`src/rtl/mem_access_ctrl.sv`:
```
// MEM-stage data-memory sequencer: req/ack port, stall, byte steering.
// Optional access timeout enabled with `define MEM_TIMEOUT_EN.
module mem_access_ctrl #(
  parameter int DATA_WIDTH     = 32,
  parameter int TIMEOUT_CYCLES = 16
) (
  input  logic                  clk,
  input  logic                  rst,
  input  logic                  MemWriteM,
  input  logic [1:0]            ResultSrcM,
  input  logic                  StSrcM,
  input  logic                  LdSrcM,
  input  logic [DATA_WIDTH-1:0] ALUResultM,
  input  logic [DATA_WIDTH-1:0] WriteDataM,
  output logic                  mem_req,
  output logic                  mem_we,
  output logic [DATA_WIDTH-1:0] mem_addr,
  output logic [DATA_WIDTH-1:0] mem_wdata,
  output logic [3:0]            mem_be,
  input  logic                  mem_ack,
  input  logic [DATA_WIDTH-1:0] mem_rdata,
  output logic [DATA_WIDTH-1:0] ReadDataM,
  output logic                  StallM,
  output logic                  MemErrM
);

  typedef enum logic [1:0] {
    IDLE,
    ACCESS,
    DONE
  } state_t;

  state_t state;

  logic       is_st;
  logic       is_ld;
  logic       pending;
  logic [3:0] be_st;
  logic       ld_byte_q;
  logic [1:0] lane_q;
  logic [7:0] rbyte;

  assign is_st   = MemWriteM;
  assign is_ld   = (ResultSrcM == 2'b01);
  assign pending = is_st | is_ld;
  assign be_st   = StSrcM ? (4'b0001 << ALUResultM[1:0]) : 4'hF;
  assign rbyte   = mem_rdata[{lane_q, 3'b000} +: 8];

  assign StallM = ((state == IDLE) && pending) || (state == ACCESS);

`ifdef MEM_TIMEOUT_EN
  localparam int CW = $clog2(TIMEOUT_CYCLES + 1);
  localparam logic [CW-1:0] LAST = CW'(TIMEOUT_CYCLES - 1);
  logic [CW-1:0] cnt;
`else
  logic unused_cfg;
  assign unused_cfg = (TIMEOUT_CYCLES > 0);
  assign MemErrM    = 1'b0;
`endif

  // Access sequencer: launches the request, waits for ack, returns data
  always_ff @(posedge clk) begin
    if (rst) begin
      state     <= IDLE;
      mem_req   <= 1'b0;
      mem_we    <= 1'b0;
      mem_addr  <= '0;
      mem_wdata <= '0;
      mem_be    <= 4'h0;
      ReadDataM <= '0;
      ld_byte_q <= 1'b0;
      lane_q    <= 2'b00;
`ifdef MEM_TIMEOUT_EN
      MemErrM   <= 1'b0;
      cnt       <= '0;
`endif
    end else begin
`ifdef MEM_TIMEOUT_EN
      MemErrM <= 1'b0;
`endif
      unique case (state)
        IDLE: begin
          if (pending) begin
            state     <= ACCESS;
            mem_req   <= 1'b1;
            mem_we    <= is_st;
            mem_addr  <= {ALUResultM[DATA_WIDTH-1:2], 2'b00};
            mem_be    <= is_st ? be_st : 4'hF;
            mem_wdata <= (is_st && StSrcM) ?
                         {4{WriteDataM[7:0]}} : WriteDataM;
            ld_byte_q <= ~is_st & LdSrcM;
            lane_q    <= ALUResultM[1:0];
`ifdef MEM_TIMEOUT_EN
            cnt       <= '0;
`endif
          end
        end
        ACCESS: begin
          if (mem_ack) begin
            state   <= DONE;
            mem_req <= 1'b0;
            if (!mem_we)
              ReadDataM <= ld_byte_q ?
                {{(DATA_WIDTH-8){1'b0}}, rbyte} : mem_rdata;
          end
`ifdef MEM_TIMEOUT_EN
          else if (cnt == LAST) begin
            state   <= DONE;
            mem_req <= 1'b0;
            MemErrM <= 1'b1;
            if (!mem_we)
              ReadDataM <= '0;
          end else begin
            cnt <= cnt + 1'b1;
          end
`endif
        end
        DONE: state <= IDLE;
        default: state <= IDLE;
      endcase
    end
  end

endmodule

```
`config.mk`:
```
export PLATFORM = sky130hd
export DESIGN_NAME = mem_access_ctrl
export DESIGN_NICKNAME = d
export VERILOG_FILES = /design/src/rtl/mem_access_ctrl.sv
export SDC_FILE = /design/constraint.sdc
export NUM_CORES = 1
export LEC_CHECK = 0
export BUFFER_PORTS_ARGS = -buffer_cell sky130_fd_sc_hd__buf_2
export CAP_MARGIN = 15
export CORE_ASPECT_RATIO = 1.1
export CORE_UTILIZATION = 24
export DETAILED_ROUTE_END_ITERATION = 10
export GPL_ROUTABILITY_DRIVEN = 0
export SETUP_SLACK_MARGIN = 0.5
export SYNTH_ARGS = -nofsm -noshare
export SYNTH_HDL_FRONTEND = slang
export SYNTH_SLANG_ARGS = --single-unit
export TNS_END_PERCENT = 1
```
`constraint.sdc`:
```
create_clock -name clk -period 1.78 [get_ports clk]
set_clock_uncertainty 0.05 [all_clocks]
set_input_delay 0.356 -clock clk [delete_from_list [all_inputs] [get_ports clk]]
set_output_delay 0.356 -clock clk [all_outputs]
set_load 0.05 [all_outputs]
```
==> results of run 1 <==
==> registers in the layout, indices dropped and copies added (netlist names) <==
register,cells
state,2
lane_q,2
ld_byte_q,1
mem_req,1
mem_addr,30
mem_be,4
mem_we,1
ReadDataM,32
mem_wdata,32
==> worst max-delay path: cells and delay by family <==
kind	cells	cell delay, ns
and+or+nand+nor	3	0.45
buffers and inverters	2	0.26
==> per-stage QoR <==
| stage | utilization [%] | worst slack, ns |
|---|---|---|
| 6_report | 34.12 | 0.3059 |
| 4_1_cts | 33.93 | 0.2933 |
| 3_5_place_dp | 31.95 | 0.1530 |
| 5_1_grt | 34.12 | 0.2588 |
| 2_1_floorplan | - | 0.4667 |
| 3_3_place_gp | 31.95 | 0.2022 |
==> repair_timing <==
item / CTS / global route
pin swaps: 2 / 0
hold buffers: 0 / 0
cloned: 1 / 1
setup endpoints to repair: 204 / 204
gates resized for setup: 6 / 4
==> power by group through the flow <==
| stage | Clock, mW | Sequential, mW | Combinational, mW |
|---|---|---|---|
| 6_report | 1.93 | 2.62 | 1.58 |
| 3_3_place_gp | 0 | 2.67 | 1.54 |
| 5_1_grt | 2.10 | 2.65 | 1.69 |
| 3_5_place_dp | 0 | 2.68 | 1.54 |
| 4_1_cts | 2.02 | 2.62 | 1.58 |
| 2_1_floorplan | 0 | 3.26 | 0.516 |
==> area by class of cell <==
| type | instances | area (um^2) | area share, % |
|---|---|---|---|
| multi-input combinational | 354 | 1936 | 33.10 |
| sequential | 105 | 2108 | 36.05 |
| inverter | 3 | 11.26 | 0.1926 |
| timing repair buffer | 219 | 1217 | 20.82 |
| tap | 234 | 292.8 | 5.006 |
| clock inverter | 2 | 12.51 | 0.2139 |
| clock buffer | 13 | 270.3 | 4.621 |
==> routing by layer <==
| layer | up-vias | share of wire, % |
|---|---|---|
| met5 | - | 0.12 |
| met4 | 2 | 3.0 |
| met3 | 24 | 6.3 |
| met2 | 134 | 46 |
| met1 | 1902 | 44 |
| li1 | 2099 | - |
==> worst paths after layout <==
kind / slack (ns) / to / cells past startpoint
setup / recovery: 0.31 / StallM / 5
setup reg to reg: 0.33 / ReadDataM[1]$_SDFFE_PP0P_ / 4
hold / removal: 0.19 / mem_addr[13]$_SDFFE_PP0P_ / 3
hold reg to reg: 0.40 / ReadDataM[13]$_SDFFE_PP0P_ / 2
==> cells by family (layout without fill, tap and decap cells) <==
| logic type | after synthesis | after routing |
|---|---|---|
| DFF | 105 | 105 |
| other | 1 | 3 |
| muxes | 1 | 1 |
| and+or+nand+nor | 226 | 226 |
| AOI/OAI and AO/OA | 124 | 124 |
| buffers and inverters | 47 | 237 |
==> cells in the final DEF (no fill, tap or decap), drive strengths merged <==
cell	instances
dfxtp	105
nand3b	27
nor3	27
or2b	7
and3	8
inv	3
o32ai	7
nor2	34
o2111ai	1
or3b	1
or3	1
buf	218
o22ai	7
clkinv	1
nor2b	1
clkinvlp	1
or2	1
a21oi	71
o21a	2
nand3	2
conb	3
nand2	110
a211oi	35
clkbuf	14
o21ai	1
mux2i	1
and2b	7
==> reports/summary.log, run 1 <==
[synthesis] largest family of logic cells by synthesized area simple AND/OR/NAND/NOR gates
[power_and_ir_drop] Logic pwr share 25.8%
[routing] number of vias in the routed layout 4,161
[timing] relative slew slack 52.82%
[routing] average via count per standard cell 4.474
[global_routing] maximum number of pins on one net before global-route repair 64
[critical_path] kind of start point of the critical path input port
[floorplan] Die ar. 18,130 um^2
[synthesis] area share of and/or/nand/nor cells after synthesis 26.17%
[synthesis] flop and latch count out of synthesis 105
[clock_network] Post-CTS Setup Repair Bufs 0
[critical_path] critical path required time 1.37 ns
[critical_path] Data arrival, critical path 1.07 ns
[global_routing] met2 Track Usage GR 23.76%
[power_and_ir_drop] areal power density over the cells 1049 nW/um^2
[synthesis] Synth Area in Adders 0%
[clock_network] clock tree root driver cell sky130_fd_sc_hd__clkbuf_16
[timing] Setup violations, final 0
[worst_hold_path] worst hold path type in2reg
[floorplan] total I/O pin count 208
[synthesis] Avg Cell Area, Syn 8.376 um^2
[floorplan] placeable core region 17,140 um^2
[routing] drt initial violations 114
[clock_network] worst-case clock buffer depth 2
[synthesis] proportion of netlist area held by the largest area contributor 49.79%
[timing] share of the clock period used by the worst path 82.81%
[power_and_ir_drop] sequential share of power 42.8%
[global_routing] GRT met1 Usage 19.03%
[synthesis] leading cell types by count after synthesis sky130_fd_sc_hd__nand2_1 (110), sky130_fd_sc_hd__dfxtp_1 (105), sky130_fd_sc_hd__a21oi_1 (71)
[global_routing] number of antenna violations at the first check in global routing 1
[routing] average detailed-routed wire length per instance 14.90 um
[worst_hold_path] startpoint of the most critical hold path ALUResultM[13]
[power_and_ir_drop] internal cell power 4.039 mW
[synthesis] fraction of registers with async set or reset after synthesis 0%
[timing] final-report max-slew violation count 0
[timing] setup repair after global routing missed its margin true
[cells_and_area] non-filler instance count after layout 930
[synthesis] post-synthesis xor/xnor area fraction 0%
[run] MaxCap Viol Count 0
[timing] final-layout setup total negative slack 0 ns
[critical_path] cell-by-cell listing of the critical path buf_2, nor2b_2, nor3_4, nor2_4, buf_6
[cells_and_area] final net count 796
[clock_network] clock latency on the worst-skew pair 0.35 ns
[run_status] run status completed
[global_routing] grt peak-use layer met2
[global_routing] Global Route met3 Usage 3.833%
[synthesis] cell with the most instances after synthesis sky130_fd_sc_hd__nand2_1
[placed_design] detailed placer's ending HPWL 9675 um
[synthesis] post-synthesis mux area share 0.2371%
[cells_and_area] total non-filler cell area in the finished layout 5848 um^2
[floorplan] # rows 50
[placed_design] Placement Cell Area 5477 um^2
[timing] endpoints failing hold 0
[cells_and_area] number of fillers in the final layout 1,878
[critical_path] startpoint of the worst-slack reg-to-reg timing path lane_q[0]$_SDFFE_PP0P_
[timing] final critical path time including I/O delays and setup 1.474 ns
[routing] drt first pass iters 5
[power_and_ir_drop] total power after layout 6.135 mW
[synthesis] leading post-synthesis cells by cell area sky130_fd_sc_hd__dfxtp_1 (50%), sky130_fd_sc_hd__nand2_1 (9.8%), sky130_fd_sc_hd__a21oi_1 (8.4%), sky130_fd_sc_hd__a211oi_1 (6.2%), sky130_fd_sc_hd__nand3b_1 (4.4%)
[global_routing] GRT Total Usage 15.22%
[critical_path] crit path from ResultSrcM[1]
[clock_network] clk sinks 105
[synthesis] sequential cell area fraction in the yosys report 49.79%
[floorplan] starting utilization of the core area 24.63%
[synthesis] number of distinct library cells after synthesis 31
[routing] WL final 13,850 um
[synthesis] number of warnings reported in the yosys synthesis log 0
[routing] Routed Antenna Nets 0
[critical_path] CP Max Fanout 3
[clock_network] Max H-tree Level 3
[synthesis] instance count of the mapped netlist 504
[clock_network] clock-pin slew reported for the worst setup and hold paths after clock tree synthesis 0.07 ns
[global_routing] first-pass GRT wire length 21,090 um
[routing] remaining routing DRC violations 0
[power_and_ir_drop] largest vdd supply drop 0.0004054 V
[cells_and_area] antenna cells 0
[floorplan] die boundary height 141.1 um
[global_routing] remaining global-route overflow 0
[placed_design] IO buf count 204
[cells_and_area] fraction of layout instances using a drive strength above 1 37.64%
[synthesis] compound-cell area share of the yosys netlist 17.90%
[clock_network] TritonCTS Buffers 9
[global_routing] number of global-route vias before repair 3,913
[cells_and_area] Layout area overhead 38.53%
[synthesis] area of the mapped netlist 4222 um^2
[clock_network] CTS tree built
[critical_path] slowest cell on the critical path sky130_fd_sc_hd__nor2b_2
[timing] maximum operating frequency 678.4 MHz
[timing] worst slack on hold paths 0.1891 ns
[critical_path] highest cell delay on the worst timing path 0.28 ns
[synthesis] Synth area leader sky130_fd_sc_hd__dfxtp_1
[synthesis] primary flip-flop cell chosen by synthesis mapping sky130_fd_sc_hd__dfxtp_1
[power_and_ir_drop] Clock Power Share 31.4%
[critical_path] sort of element at the end of the critical path output pin
[power_and_ir_drop] leakage power 2.623 nW
[synthesis] EDFF count, synth 0
[timing] worst-margin pin slew 0.7077 ns
[power_and_ir_drop] sw frac 34.17%
[placed_design] # placed instances 913
[floorplan] die span in x 128.5 um
[critical_path] type of the setup path with the least slack in2out
[power_and_ir_drop] reported net switching power 2.096 mW
No activity file was read; power rests on OpenSTA's default activity.
==> run 2: changes to the inputs <==
Clock period 1.78 ns to 1.35 ns, I/O delays scaled along.
==> run 2 against run 1 <==
The flow now finishes with violations (setup timing); utilization up 5.3 points; non-clock buffer count is 19 higher; global-route usage increased by 0.60 points; largest power group unchanged; total power rose by 39%; design area grew 16%.
==> reports/summary.log, run 2 (same netlist as run 1, synthesis figures left out) <==
[cells_and_area] total non-filler cell area in the finished layout 6756 um^2
[run_status] run status finished, violations left
[clock_network] worst-case clock buffer depth 2
[clock_network] clk sinks 105
[timing] Setup violations, final 43
[global_routing] remaining global-route overflow 0
[placed_design] detailed placer's ending HPWL 9908 um
[timing] final-report max-slew violation count 0
[cells_and_area] Layout area overhead 60.05%
[critical_path] critical path required time 1.03 ns
[critical_path] CP Max Fanout 3
[clock_network] Max H-tree Level 3
[clock_network] clock-pin slew reported for the worst setup and hold paths after clock tree synthesis 0.07 ns
[global_routing] GRT Total Usage 15.82%
[floorplan] Die ar. 18,130 um^2
[placed_design] Placement Cell Area 5685 um^2
[global_routing] number of global-route vias before repair 4,284
[critical_path] worst setup slack for register-to-register paths -0.04 ns
[routing] Routed Antenna Nets 0
[cells_and_area] final net count 815
[routing] number of vias in the routed layout 4,285
[clock_network] CTS tree built
[floorplan] total I/O pin count 208
[floorplan] die boundary height 141.1 um
[clock_network] clock latency on the worst-skew pair 0.34 ns
[floorplan] placeable core region 17,140 um^2
[placed_design] pre-CTS setup slack -0.1469 ns
[clock_network] clock tree root driver cell sky130_fd_sc_hd__clkbuf_16
[routing] average detailed-routed wire length per instance 15.00 um
[power_and_ir_drop] areal power density over the cells 1258 nW/um^2
[timing] worst setup margin -0.1722 ns
[placed_design] IO buf count 204
[cells_and_area] most common library cell in the layout ignoring fill and taps sky130_fd_sc_hd__nand2_1
[critical_path] Data arrival, critical path 1.20 ns
[timing] worst slack on hold paths 0.1062 ns
[routing] average via count per standard cell 4.515
[power_and_ir_drop] largest vdd supply drop 0.0006058 V
[timing] share of the clock period used by the worst path 112.8%
[global_routing] maximum number of pins on one net before global-route repair 64
[critical_path] type of the setup path with the least slack reg2out
[cells_and_area] fraction of layout instances using a drive strength above 1 42.72%
[timing] final-layout setup total negative slack -0.7387 ns
[global_routing] first-pass GRT wire length 22,070 um
[timing] final critical path time including I/O delays and setup 1.522 ns
[cells_and_area] utilization of the core after routing 39.42%
[cells_and_area] registers with the most flip-flops ReadDataM: 32 flops, mem_wdata: 32 flops, mem_addr: 30 flops
[critical_path] kind of start point of the critical path flop
[floorplan] die span in x 128.5 um
[critical_path] sort of element at the end of the critical path output pin
[floorplan] # rows 50
[timing] endpoints failing hold 0
[routing] drt initial violations 163
[routing] drt first pass iters 5
[worst_hold_path] worst hold path type in2reg
[run_status] violations in the final reports setup timing
[timing] maximum operating frequency 656.9 MHz
[clock_network] count of hold-fix buffers inserted at cts 0
[routing] WL final 14,230 um
[cells_and_area] most used cells in the layout excluding fill and tap cells sky130_fd_sc_hd__nand2_1 (109), sky130_fd_sc_hd__buf_2 (104), sky130_fd_sc_hd__dfxtp_1 (92)
[global_routing] number of antenna violations at the first check in global routing 1
[run] MaxCap Viol Count 0
[power_and_ir_drop] leakage power 2.856 nW
[floorplan] starting utilization of the core area 24.63%
[routing] remaining routing DRC violations 0
[clock_network] TritonCTS Buffers 9
[timing] setup repair after global routing missed its margin true
[run 2: cell types whose count changed in the layout (fill, tap and decap cells not counted), sizes merged]
cell and delta:
buf +20, diode +1, clkinvlp -1, clkinv +1, clkbuf -2
[run 2: cell type report]
| cell class | count | area, um^2 |
|---|---|---|
| repair buffers | 238 | 2047 |
| clock inverters | 2 | 13.76 |
| flip-flops and latches | 105 | 2121 |
| multi-input cells | 354 | 2002 |
| fillers | 1777 | 10390 |
| diodes | 1 | 2.502 |
| well taps | 234 | 292.8 |
| inverters | 3 | 11.26 |
| clock buffers | 12 | 266.5 |
[run 2: what timing repair did]
item,4_1_cts,5_1_grt
pin swaps,23,3
gates resized for setup,232,9
setup endpoints to repair,205,206
setup buffers,1,0
[run 2: power by group]
part           switching (mW)  internal, mW  leakage, nW  total [mW]
registers               0.174          3.34        0.869        3.51
logic                    1.51         0.930         1.85        2.44
clock network            1.16          1.38        0.141        2.55
[run 2: path summary, 6_finish.rpt]
path / from / end / depth (start not counted)
worst max-delay path: state[0]$_SDFFE_PP0P_ / StallM / 5
worst min-delay path: ALUResultM[10] / mem_addr[10]$_SDFFE_PP0P_ / 3
worst max register to register: state[1]$_SDFFE_PP0P_ / mem_be[2]$_SDFFE_PP0P_ / 5
worst min register to register: ReadDataM[14]$_SDFFE_PP0P_ / ReadDataM[14]$_SDFFE_PP0P_ / 2
[run 2: critical path: stages, from the launching register on]
cell and delay [ns]:
sky130_fd_sc_hd__dfxtp_2 0.36, sky130_fd_sc_hd__buf_6 0.11, sky130_fd_sc_hd__nor3_2 0.03, sky130_fd_sc_hd__buf_4 0.14, sky130_fd_sc_hd__nor2_4 0.07, sky130_fd_sc_hd__buf_6 0.15
[run 2: metrics by stage]
step                cells  total power [mW]
detailed placement    933             5.663
global route          949             8.894
global placement      933             5.647
CTS                   948             8.594
floorplan             506             4.971
finish                949             8.503
[run 2: layer usage]
metal	vias to the layer above	part of all wire, %	track usage (%)
li1	2144	-	-
met1	1988	43	19.31
met2	136	49	26.12
met3	17	6.2	3.909
met4	0	2.0	7.121
met5	-	0	0
==> run 3: changes to the inputs <==
Settings changed: CORE_ASPECT_RATIO 1.1 to 1.5, MAX_ROUTING_LAYER set to met4.
==> run 3 against run 2 <==
The run still ends with setup timing left; worst setup slack gained 0.021 ns; sequential share of layout area decreased by 0.23 points; cell count is 1.9% lower; utilization rose by 0.48 points.
==> reports/summary.log, run 3 (same netlist as run 1, synthesis figures left out) <==
[timing] share of the clock period used by the worst path 111.2%
[clock_network] Max H-tree Level 3
[clock_network] TritonCTS Buffers 9
[floorplan] placeable core region 17,270 um^2
[global_routing] GRT Total Usage 15.98%
[clock_network] count of hold-fix buffers inserted at cts 0
[critical_path] kind of start point of the critical path flop
[routing] drt first pass iters 4
[routing] remaining routing DRC violations 0
[global_routing] remaining global-route overflow 0
[power_and_ir_drop] Clock Power Share 32.8%
[cells_and_area] number of fillers in the final layout 1,766
[cells_and_area] total non-filler cell area in the finished layout 6892 um^2
[cells_and_area] multi-input logic area 2013 um^2
[global_routing] number of global-route vias before repair 3,972
[routing] average detailed-routed wire length per instance 15.19 um
[power_and_ir_drop] internal cell power 6.009 mW
[cells_and_area] non-filler instance count after layout 931
[cells_and_area] most common library cell in the layout ignoring fill and taps sky130_fd_sc_hd__nand2_1
[global_routing] Global Route met3 Usage 3.946%
[critical_path] critical path required time 1.03 ns
[critical_path] type of the setup path with the least slack reg2out
[global_routing] first-pass GRT wire length 21,130 um
[power_and_ir_drop] Logic pwr share 27.5%
[timing] worst setup margin -0.1513 ns
[power_and_ir_drop] sw frac 32.22%
[power_and_ir_drop] leakage power 2.921 nW
[clock_network] CTS tree built
[floorplan] die span in x 110.3 um
[clock_network] clock-pin slew reported for the worst setup and hold paths after clock tree synthesis 0.07 ns
[clock_network] worst-case clock buffer depth 2
[placed_design] Placement Cell Area 5639 um^2
[global_routing] grt peak-use layer met2
[run] MaxCap Viol Count 0
[clock_network] clock tree root driver cell sky130_fd_sc_hd__clkbuf_16
[cells_and_area] Sequential Area 2147 um^2
[global_routing] met2 Track Usage GR 26.51%
[routing] number of vias in the routed layout 4,311
[placed_design] IO buf count 204
[clock_network] clk sinks 105
[power_and_ir_drop] reported net switching power 2.856 mW
[critical_path] CP Max Fanout 2
[cells_and_area] most used cells in the layout excluding fill and tap cells sky130_fd_sc_hd__nand2_1 (108), sky130_fd_sc_hd__buf_2 (102), sky130_fd_sc_hd__buf_6 (72)
[routing] average via count per standard cell 4.631
[cells_and_area] registers with the most flip-flops ReadDataM: 32 flops, mem_wdata: 32 flops, mem_addr: 30 flops
[timing] endpoints failing hold 0
[cells_and_area] fraction of layout instances using a drive strength above 1 45.52%
[timing] maximum operating frequency 666.1 MHz
[critical_path] sum of buffers and inverters on the critical path 3
[cells_and_area] utilization of the core after routing 39.90%
[timing] setup repair after global routing missed its margin true
[critical_path] highest cell delay on the worst timing path 0.33 ns
[timing] final critical path time including I/O delays and setup 1.501 ns
[cells_and_area] final net count 814
[placed_design] # placed instances 911
[critical_path] dominant delay contributor by cell family on the critical path buffers and inverters
[worst_hold_path] worst hold path type in2reg
[critical_path] slowest cell on the critical path sky130_fd_sc_hd__dfxtp_2
[routing] WL final 14,140 um
[power_and_ir_drop] largest vdd supply drop 0.0006731 V
[cells_and_area] Layout area overhead 63.25%
[global_routing] number of antenna violations at the first check in global routing 3
[timing] final-report max-slew violation count 0
[timing] Setup violations, final 71
[floorplan] Die ar. 18,140 um^2
[routing] Routed Antenna Nets 0
[power_and_ir_drop] areal power density over the cells 1286 nW/um^2
[critical_path] most prevalent standard cell on the critical path sky130_fd_sc_hd__buf_6
[placed_design] pre-CTS setup slack -0.1411 ns
[placed_design] detailed placer's ending HPWL 10,050 um
[run_status] violations in the final reports setup timing
[routing] drt initial violations 197
[floorplan] die boundary height 164.4 um
[critical_path] cell-by-cell listing of the critical path buf_6, nor3_4, buf_6, nor2_4, buf_6
[global_routing] GRT met1 Usage 17.86%
[critical_path] sort of element at the end of the critical path output pin
[floorplan] # rows 59
[run_status] run status finished, violations left
[power_and_ir_drop] sequential share of power 39.7%
[power_and_ir_drop] total power after layout 8.865 mW
[floorplan] starting utilization of the core area 24.44%
[global_routing] maximum number of pins on one net before global-route repair 42
[clock_network] clock latency on the worst-skew pair 0.35 ns
[floorplan] total I/O pin count 208
[critical_path] Data arrival, critical path 1.18 ns
## run 3: timing repair
item,CTS,global route
resized for setup,280,7
pin swaps,27,5
endpoints found under the setup margin,206,206
buffers inserted,1,0
## run 3: final cells by class
type	instances	area share, %
inverter	3	0.1634
clock buffer	11	3.686
tap	213	3.867
antenna	4	0.1452
clock inverter	4	1.089
sequential	105	31.15
multi-input combinational	354	29.21
timing repair buffer	237	30.68
## run 3: power groups by stage
stage / clock network (mW) / registers (mW) / logic (mW)
5_1_grt: 3.15 / 3.55 / 2.58
3_3_place_gp: 0 / 3.52 / 2.10
2_1_floorplan: 0 / 4.30 / 0.673
6_report: 2.91 / 3.52 / 2.44
4_1_cts: 3.01 / 3.52 / 2.44
3_5_place_dp: 0 / 3.52 / 2.11
## run 3: worst reg2reg max path: cells and delay by family (launching register included)
| kind | cells | cell delay, ns |
|---|---|---|
| compound gates | 1 | 0.21 |
| buf+inv | 3 | 0.48 |
| simple gates | 3 | 0.33 |
| flops | 1 | 0.33 |
## run 3: per-layer routing
metal  vias to the layer above  routed length, um
met1                      2019               5485
li1                       2145                  -
met5                         -                  0
met2                       128               7605
met3                        19                741
met4                         0                306
## run 3: worst paths after layout
kind	startpoint	end	slack, ns	cells after the start
max	state[0]$_SDFFE_PP0P_	StallM	-0.15	5
max reg2reg	state[0]$_SDFFE_PP0P_	mem_wdata[26]$_SDFFE_PP0P_	-0.11	7
min reg2reg	ReadDataM[19]$_SDFFE_PP0P_	ReadDataM[19]$_SDFFE_PP0P_	0.42	2
min	ALUResultM[14]	mem_addr[14]$_SDFFE_PP0P_	0.10	3
## run 3: through the flow
| stage | hold slack [ns] | TNS [ns] |
|---|---|---|
| final | 0.1012 | -3.817 |
| after global routing | 0.09178 | -9.563 |
| after CTS | 0.08434 | -3.449 |
| after detailed placement | 0.3903 | -4.437 |
| after global placement | 0.3874 | -3.834 |
| after floorplan | 0.3560 | 0 |
